$ cat config.mk
export PLATFORM = sky130hd
export DESIGN_NAME = multi_alarm_mode
export DESIGN_NICKNAME = d
export VERILOG_FILES = /design/src/rtl/alarm_pkg.sv /design/src/rtl/alarm_channel.sv /design/src/rtl/multi_alarm_mode.sv
export SDC_FILE = /design/constraint.sdc
export NUM_CORES = 1
export LEC_CHECK = 0
export ABC_CLOCK_PERIOD_IN_PS = 7500
export BUFFER_PORTS_ARGS = -buffer_cell sky130_fd_sc_hd__buf_2
export CORE_MARGIN = 1
export CORE_UTILIZATION = 60
export DETAILED_ROUTE_END_ITERATION = 10
export MAX_ROUTING_LAYER = met4
export PLACE_DENSITY_LB_ADDON = 0.2
export RECOVER_POWER = 25
export SKIP_LAST_GASP = 1
export SYNTH_ARGS = -nofsm -noshare
export SYNTH_HDL_FRONTEND = slang
export SYNTH_SLANG_ARGS = --single-unit
export TNS_END_PERCENT = 5
$ cat constraint.sdc
create_clock -name clk -period 7.5 [get_ports clk]
set_input_delay 0.75 -clock clk [delete_from_list [all_inputs] [get_ports clk]]
set_output_delay 0.75 -clock clk [all_outputs]
set_load 0.01 [all_outputs]
$ cat src/rtl/alarm_pkg.sv
// alarm_pkg: shared alarm channel state encoding and default time word width
package alarm_pkg;

    localparam int DEFAULT_TIME_W = 20;

    typedef enum logic [1:0] {
        ST_IDLE,
        ST_RINGING,
        ST_SNOOZED
    } alarm_state_t;

endpackage

$ cat src/rtl/alarm_channel.sv
// alarm_channel: one alarm's match edge detection plus its ring/snooze state machine
module alarm_channel
    import alarm_pkg::*;
#(
    parameter int TIME_W        = DEFAULT_TIME_W,
    parameter int RING_CYCLES   = 60_000_000,
    parameter int SNOOZE_CYCLES = 300_000_000
) (
    input  logic              clk,
    input  logic              reset,
    input  logic              en,
    input  logic              clock_mode,
    input  logic              dismiss,
    input  logic              snooze,
    input  logic [TIME_W-1:0] current_time,
    input  logic [TIME_W-1:0] alarm_time,
    output logic              active
);

    localparam int CNT_W = $clog2(RING_CYCLES > SNOOZE_CYCLES ? RING_CYCLES : SNOOZE_CYCLES);
    localparam logic [CNT_W-1:0] RING_LOAD   = CNT_W'(RING_CYCLES - 1);
    localparam logic [CNT_W-1:0] SNOOZE_LOAD = CNT_W'(SNOOZE_CYCLES - 1);

    alarm_state_t     state, state_d;
    logic [CNT_W-1:0] cnt, cnt_d;
    logic             match, match_prev, trigger;

    assign match   = current_time == alarm_time;
    assign trigger = match & ~match_prev & en & clock_mode;

    // State, shared ring/snooze down-counter and previous match flag
    always_ff @(posedge clk or negedge reset) begin
        if (!reset) begin
            state      <= ST_IDLE;
            cnt        <= '0;
            match_prev <= 1'b0;
        end else begin
            state      <= state_d;
            cnt        <= cnt_d;
            match_prev <= match;
        end
    end

    // Next state: disable beats everything, then dismiss > snooze > trigger > timeout
    always_comb begin
        state_d = state;
        cnt_d   = cnt;
        if (!en || dismiss) begin
            state_d = ST_IDLE;
        end else begin
            case (state)
                ST_IDLE: begin
                    if (trigger) begin
                        state_d = ST_RINGING;
                        cnt_d   = RING_LOAD;
                    end
                end
                ST_RINGING: begin
                    if (snooze) begin
                        state_d = ST_SNOOZED;
                        cnt_d   = SNOOZE_LOAD;
                    end else if (cnt == '0) begin
                        state_d = ST_IDLE;
                    end else begin
                        cnt_d = cnt - 1'b1;
                    end
                end
                ST_SNOOZED: begin
                    if (trigger || cnt == '0) begin
                        state_d = ST_RINGING;
                        cnt_d   = RING_LOAD;
                    end else begin
                        cnt_d = cnt - 1'b1;
                    end
                end
                default: state_d = ST_IDLE;
            endcase
        end
    end

    // Ringing flag decoded from the registered state
    always_comb begin
        active = state == ST_RINGING;
    end

endmodule

$ cat src/rtl/multi_alarm_mode.sv
// multi_alarm_mode: button edge detection, edit/display routing and N alarm channels
module multi_alarm_mode
    import alarm_pkg::*;
#(
    parameter int N_ALARMS      = 4,
    parameter int TIME_W        = DEFAULT_TIME_W,
    parameter int RING_CYCLES   = 60_000_000,
    parameter int SNOOZE_CYCLES = 300_000_000,
    localparam int SEL_W        = $clog2(N_ALARMS + 1)
) (
    input  logic                       clk,
    input  logic                       reset,
    input  logic [SEL_W-1:0]           sel,
    input  logic [1:0]                 in_edit_btns,
    input  logic                       dismiss_btn,
    input  logic                       snooze_btn,
    input  logic [N_ALARMS-1:0]        alarm_en,
    input  logic [TIME_W-1:0]          current_time,
    input  logic [N_ALARMS*TIME_W-1:0] alarm_times,
    output logic [1:0]                 clock_edit_btns,
    output logic [2*N_ALARMS-1:0]      alarm_edit_btns,
    output logic [TIME_W-1:0]          display_time,
    output logic [N_ALARMS-1:0]        alarm_active,
    output logic                       alarm
);

    logic [3:0]       btn_s, btn_q, pulse;
    logic [SEL_W-1:0] sel_eff;
    logic             clock_mode;

    // Two-stage button sampling so each press yields one pulse a cycle after it is seen
    always_ff @(posedge clk or negedge reset) begin
        if (!reset) begin
            btn_s <= '0;
            btn_q <= '0;
        end else begin
            btn_s <= {in_edit_btns, dismiss_btn, snooze_btn};
            btn_q <= btn_s;
        end
    end

    assign pulse      = btn_s & ~btn_q;
    assign sel_eff    = (int'(sel) > N_ALARMS) ? '0 : sel;
    assign clock_mode = sel_eff == '0;

    assign clock_edit_btns = clock_mode ? pulse[3:2] : 2'b00;
    assign display_time    = clock_mode ? current_time
                                        : alarm_times[(int'(sel_eff) - 1) * TIME_W +: TIME_W];
    assign alarm           = |alarm_active;

    for (genvar k = 0; k < N_ALARMS; k++) begin : g_ch
        assign alarm_edit_btns[2*k +: 2] = (int'(sel_eff) == k + 1) ? pulse[3:2] : 2'b00;

        alarm_channel #(
            .TIME_W       (TIME_W),
            .RING_CYCLES  (RING_CYCLES),
            .SNOOZE_CYCLES(SNOOZE_CYCLES)
        ) u_ch (
            .clk         (clk),
            .reset       (reset),
            .en          (alarm_en[k]),
            .clock_mode  (clock_mode),
            .dismiss     (pulse[1]),
            .snooze      (pulse[0]),
            .current_time(current_time),
            .alarm_time  (alarm_times[k*TIME_W +: TIME_W]),
            .active      (alarm_active[k])
        );
    end

endmodule

==> results.yml, run 1 <==
layout:
  finalCoreUtilization: 0.6813
  fillers: 1708
  final_area_mm2: 0.01387
  fin_nets: 1844
  layout-area-overhead-vs-synth_pct: 10.87
  fin_cells: 1982
  drive_above_1_share: 0.1386
clock_tree:
  clock_latency_ns: 0.43
  cts.sinks: 136
  ctsResizeCount: 0
  clk_pin_slew_ns: 0.07
  cts_tree: "built"
  cts_max_path_buffers: 2
  cts-buffers-inserted: 17
  cts_hold_buf: 0
  h-tree-depth: 4
  post_cts_buffers: 0
  root_buffer: "clkbuf_16"
detailed_routing:
  wl_per_cell_um: 21.19
  wl_um: 42010
  viasPerCell: 6.850
  antenna_left: 0
  drt_iter0_markers: 1562
  firstDrtPassIters: 6
  drc: 0
  vias: 13580
power_and_ir_drop:
  leakagePower_nw: 6.312
  power_density_mw_per_mm2: 156.7
  combPwrFrac: 0.264
  clock_power_share: 0.398
  switching_power_uw: 755.5
  p_seq_frac: 0.339
  internal_power_mw: 1.418
  peakVddDrop_mv: 0.1467
  power_mw: 2.173
  sw_frac_of_total: 0.3476
synth:
  yosys_warnings: 0
  synth-edff-count: 0
  synth_flop_cell: "dfrtp_1"
  synth_area_per_cell_um2: 7.668
  synth.distinct_cells: 78
  yosysTopAreaCell: "dfrtp_1"
  syn_area_mm2: 0.01251
  syn_inst: 1632
  netlist_top_cells_area: "dfrtp_1 (27%), mux2i_1 (5.9%), xor2_1 (5.7%)"
  synth_top_area_share: 0.2719
  synth-seq-area-share: 0.2719
  yosys-top-cells-count: "nor2_1 (173), nand2_1 (166), dfrtp_1 (136), clkbuf_1 (104), o21ai_0 (101)"
  syn_nets: 1779
  synthArstFlopShare: 1.000
  yosysMostFrequentCell: "nor2_1"
  synth_seq_cells: 136
timing:
  setup_viol: 0
  layout_min_cycle_time_ns: 6.339
  finalWorstSetupSlack_ns: 1.161
  fin_skew_ns: 0.01442
  finalHoldViolCount: 0
  slew_violations: 139
  tightest_slew_ns: 3.212
  tns_ns: 0
  max_freq_mhz: 157.7
  max_slew_margin: -1.142
  rsz0062_at_grt: "no"
  whs_ns: 0.3847
  period_share: 0.8453
critical_path:
  critPathCapture: "display_time[19]"
  worst_ep_arrival_time_ns: 5.59
  start_kind: "input pin"
  critPathRequiredTime_ns: 6.75
  cp_max_fo: 25
  end_kind: "output pin"
  timing.rr.start: "g_ch[1].u_ch.cnt[21]"
  reg2reg_setup_slack_ns: 3.88
  reg2reg_depth: 7
  crit-reg2reg-capture: "g_ch[1].u_ch.cnt[11]"
  crit_path_start: "sel[0]"
  criticalPathCategory: "in -> out"
run:
  max-cap-violations: 2
die:
  start_util: 0.6145
  die_x_um: 146.4
  core_mm2: 0.02036
  die_area_mm2: 0.02144
  ios: 148
  num_rows: 52
  die_height_um: 146.4
placement:
  post_dp_cell_area_mm2: 0.01328
  dp_hpwl_um: 30300
  gp_congestion: 1.111
  dpl.cell_count: 1948
  port_buffers: 147
  dpl_worst_slack_ns: 1.361
global_routing:
  globalRouteTotalUtil: 0.4015
  grt_pass1_wl_um: 66860
  antenna_found_initial: 2
  grt-ovfl-total: 0
  first_global_vias: 12620
  grt_start_max_net_pins: 78
worst_hold_path:
  hold_path.class: "reg -> reg"
outcome:
  status: "complete, but fails checks"
  violations: "max-capacitance violations, max-slew violations"
[worst max-delay path: stages]
cell and delay, ns:
buf_2 0.11, nor2b_2 0.13, buf_4 0.37, clkinv_2 0.42, ha_1 0.34, xor2_1 0.18
ha_1 0.38, ha_1 0.29, a21o_1 0.22, a211oi_1 0.43, nand2b_1 0.84, nand3_1 0.19
mux2_2 0.33, a211oi_1 0.24, a221o_1 0.20, buf_2 0.15
[power groups by stage]
stage / Clock (mW) / Combinational, mW / Sequential, mW
floorplan: 0 / 0.348 / 0.750
global placement: 0 / 0.550 / 0.750
detailed placement: 0 / 0.548 / 0.750
CTS: 0.864 / 0.551 / 0.737
global route: 0.896 / 0.605 / 0.737
finish: 0.864 / 0.573 / 0.737
[cell usage in the layout (no fill, tap or decap), types with 20 or more instances in the layout]
| cell type | n |
|---|---|
| or4_1 | 20 |
| a21oi_1 | 89 |
| nand2_1 | 166 |
| mux2i_1 | 74 |
| ha_1 | 32 |
| nor4_1 | 57 |
| or3_1 | 22 |
| nor2_1 | 173 |
| o21ai_0 | 101 |
| dfrtp_1 | 136 |
| buf_2 | 144 |
| nand3_1 | 49 |
| inv_1 | 35 |
| nor3_1 | 73 |
| xor2_1 | 82 |
| o21ai_1 | 59 |
[cell families after synthesis]
group	count (synthesis)	share of synthesized area
AO/OA/AOI/OAI	469	0.2436
XOR/XNOR	82	0.05739
adder cells (fa/ha/maj)	34	0.03459
buffers and inverters	158	0.04939
flip-flops	136	0.2719
multiplexers	91	0.08528
AND/OR/NAND/NOR	662	0.2578
[flip-flops by register name (all words and copies together), names as in the netlist]
signal                flops
g_ch.u_ch.cnt           116
g_ch.u_ch.state           8
g_ch.u_ch.match_prev      4
btn_s                     4
btn_q                     4
[area by class of cell]
class | instances | area (um^2) | share of cell area
Multi-Input combinational cell | 1338 | 8514 | 0.6137
Tap cell | 270 | 337.8 | 0.02435
Sequential cell | 136 | 3403 | 0.2453
Clock buffer | 18 | 439.2 | 0.03165
Clock inverter | 14 | 158.9 | 0.01145
Antenna cell | 2 | 5.005 | 0.0003607
Timing Repair Buffer | 166 | 872.1 | 0.06285
Inverter | 38 | 143.9 | 0.01037
[worst min path at each step]
stage                        start              endpoint  slack [ns]  depth (start not counted)
after floorplan           btn_s[1]              btn_q[1]        0.35                          0
after global placement    btn_s[3]              btn_q[3]        0.36                          0
after CTS                    reset  g_ch[3].u_ch.cnt[12]        0.30                          1
final                     btn_s[2]              btn_q[2]        0.38                          0
after global routing      btn_s[2]              btn_q[2]        0.39                          0
after detailed placement  btn_s[2]              btn_q[2]        0.37                          0
[layer usage]
layer / up-vias / track usage / routed length (um)
met4: 0 / 0.1339 / 1317
met3: 121 / 0.08719 / 4576
met1: 6412 / 0.5347 / 17230
met5: - / - / 0
li1: 6168 / - / -
met2: 875 / 0.6048 / 18880
Note: power is estimated with default switching activity, not from simulation.
==> run 2, diff against run 1 <==
--- a/config.mk
+++ b/config.mk
@@ -5,7 +5,7 @@
 export SDC_FILE = /design/constraint.sdc
 export NUM_CORES = 1
 export LEC_CHECK = 0
-export ABC_CLOCK_PERIOD_IN_PS = 7500
+export ABC_CLOCK_PERIOD_IN_PS = 6500
 export BUFFER_PORTS_ARGS = -buffer_cell sky130_fd_sc_hd__buf_2
 export CORE_MARGIN = 1
 export CORE_UTILIZATION = 60
==> constraint.sdc (replaced) <==
create_clock -name clk -period 6.5 [get_ports clk]
set_input_delay 0.65 -clock clk [delete_from_list [all_inputs] [get_ports clk]]
set_output_delay 0.65 -clock clk [all_outputs]
set_load 0.01 [all_outputs]
==> results.yml, run 2 (synthesis results as in run 1) <==
outcome:
  status: "complete, but fails checks"
  violations: "max-capacitance violations, max-slew violations"
power_and_ir_drop:
  leakagePower_nw: 6.321
  combPwrFrac: 0.267
  p_seq_frac: 0.341
  internal_power_mw: 1.627
  sw_frac_of_total: 0.3476
  power_mw: 2.494
  peakVddDrop_mv: 0.1990
  clock_power_share: 0.392
  power_density_mw_per_mm2: 179.7
  switching_power_uw: 867.1
clock_tree:
  clock_latency_ns: 0.44
  clk_pin_slew_ns: 0.06
  ctsResizeCount: 0
  post_cts_buffers: 0
  root_buffer: "clkbuf_16"
  cts-buffers-inserted: 17
  cts_tree: "built"
  h-tree-depth: 4
  cts.sinks: 136
  cts_max_path_buffers: 2
  cts_hold_buf: 0
critical_path:
  reg2reg_depth: 9
  crit-reg2reg-capture: "g_ch[2].u_ch.cnt[12]"
  critical_path.top_delay_family: "simple AND/OR/NAND/NOR gates"
  critPathCapture: "display_time[4]"
  criticalPathCategory: "in -> out"
  path_cells: "buf_2 > nor2b_2 > clkinv_2 > ha_1 > xor2_1 > ha_1 > ha_1 > a21o_1 > a211oi_1 > nor2b_1 > buf_4 > nor2_1 > a221oi_1 > or4_1 > o221ai_1 > buf_2"
  worstSetupPathDepth: 16
  timing.rr.start: "g_ch[2].u_ch.cnt[0]"
  max_stage_delay_ns: 0.53
  critPathRequiredTime_ns: 5.85
  crit_slowest_cell: "or4_1"
  cp_max_fo: 23
  reg2reg_setup_slack_ns: 2.87
  crit_path_start: "sel[0]"
  cp_num_buf_inv: 4
  end_kind: "output pin"
  crit_path_frequent_cell: "ha_1"
  start_kind: "input pin"
  worst_ep_arrival_time_ns: 4.74
detailed_routing:
  drt_iter0_markers: 1346
  wl_per_cell_um: 21.57
  antenna_left: 0
  wl_um: 42820
  drc: 0
  vias: 13610
  firstDrtPassIters: 5
  viasPerCell: 6.856
timing:
  fin_skew_ns: 0.01306
  finalWorstSetupSlack_ns: 1.113
  period_share: 0.8287
  setup_viol: 0
  whs_ns: 0.3227
  tightest_slew_ns: 3.786
  slew_violations: 71
  max_slew_margin: -1.524
  max_freq_mhz: 185.6
  layout_min_cycle_time_ns: 5.387
  finalHoldViolCount: 0
  tns_ns: 0
  rsz0062_at_grt: "no"
placement:
  dpl.cell_count: 1950
  port_buffers: 147
  dp_hpwl_um: 30930
  dpl_worst_slack_ns: 1.190
  gp_congestion: 1.023
  post_dp_cell_area_mm2: 0.01330
die:
  die_height_um: 146.4
  die_x_um: 146.4
  num_rows: 52
  ios: 148
  start_util: 0.6145
  core_mm2: 0.02036
  die_area_mm2: 0.02144
global_routing:
  globalRouteTotalUtil: 0.4079
  grt-ovfl-total: 0
  grt_pass1_wl_um: 67610
  first_global_vias: 12580
  grt_start_max_net_pins: 71
  antenna_found_initial: 3
layout:
  largest_reg_flops: 116
  layout_common_cells: "nor2_1 (173), nand2_1 (166), buf_2 (146)"
  drive_above_1_share: 0.1402
  finalCoreUtilization: 0.6818
  top_regs: "g_ch.u_ch.cnt x116, g_ch.u_ch.state x8"
  final_common_cell: "nor2_1"
  fin_nets: 1846
  layout-area-overhead-vs-synth_pct: 10.95
  final_area_mm2: 0.01388
  fin_cells: 1985
  top_register: "g_ch.u_ch.cnt"
worst_hold_path:
  hold_path.class: "in -> reg"
run:
  max-cap-violations: 1
run 2: how the worst min path moves through the flow:
| stage | start | end | slack, ns | depth (start not counted) |
|---|---|---|---|---|
| after floorplan | reset | btn_q[0] | 0.35 | 0 |
| after global placement | btn_s[2] | btn_q[2] | 0.36 | 0 |
| after detailed placement | btn_s[1] | btn_q[1] | 0.37 | 0 |
| after CTS | reset | g_ch[3].u_ch.cnt[14] | 0.24 | 1 |
| after global routing | snooze_btn | btn_s[0] | 0.32 | 1 |
| final | in_edit_btns[1] | btn_s[3] | 0.32 | 1 |
run 2: layer usage:
| metal | GRT usage | up-vias | share of wire |
|---|---|---|---|
| met5 | - | - | 0 |
| li1 | - | 6183 | - |
| met3 | 0.07500 | 135 | 0.10 |
| met1 | 0.5413 | 6454 | 0.41 |
| met2 | 0.6133 | 837 | 0.45 |
| met4 | 0.1661 | 0 | 0.039 |
run 2: power by group through the flow:
stage          logic, mW  clock network (mW)  registers [mW]
3_5_place_dp       0.640                   0           0.866
2_1_floorplan      0.402                   0           0.866
4_1_cts            0.644               0.982           0.850
6_report           0.667               0.978           0.850
5_1_grt            0.702                1.02           0.850
3_3_place_gp       0.645                   0           0.866
run 2: final cells by class:
cell class / count / area [um^2]
tap: 270 / 337.8
inverter: 38 / 143.9
multi-input combinational: 1338 / 8514
clock inverter: 14 / 156.4
clock buffer: 18 / 429.2
fill: 1731 / 6480
timing repair buffer: 168 / 892.1
sequential: 136 / 3403
antenna: 3 / 7.507
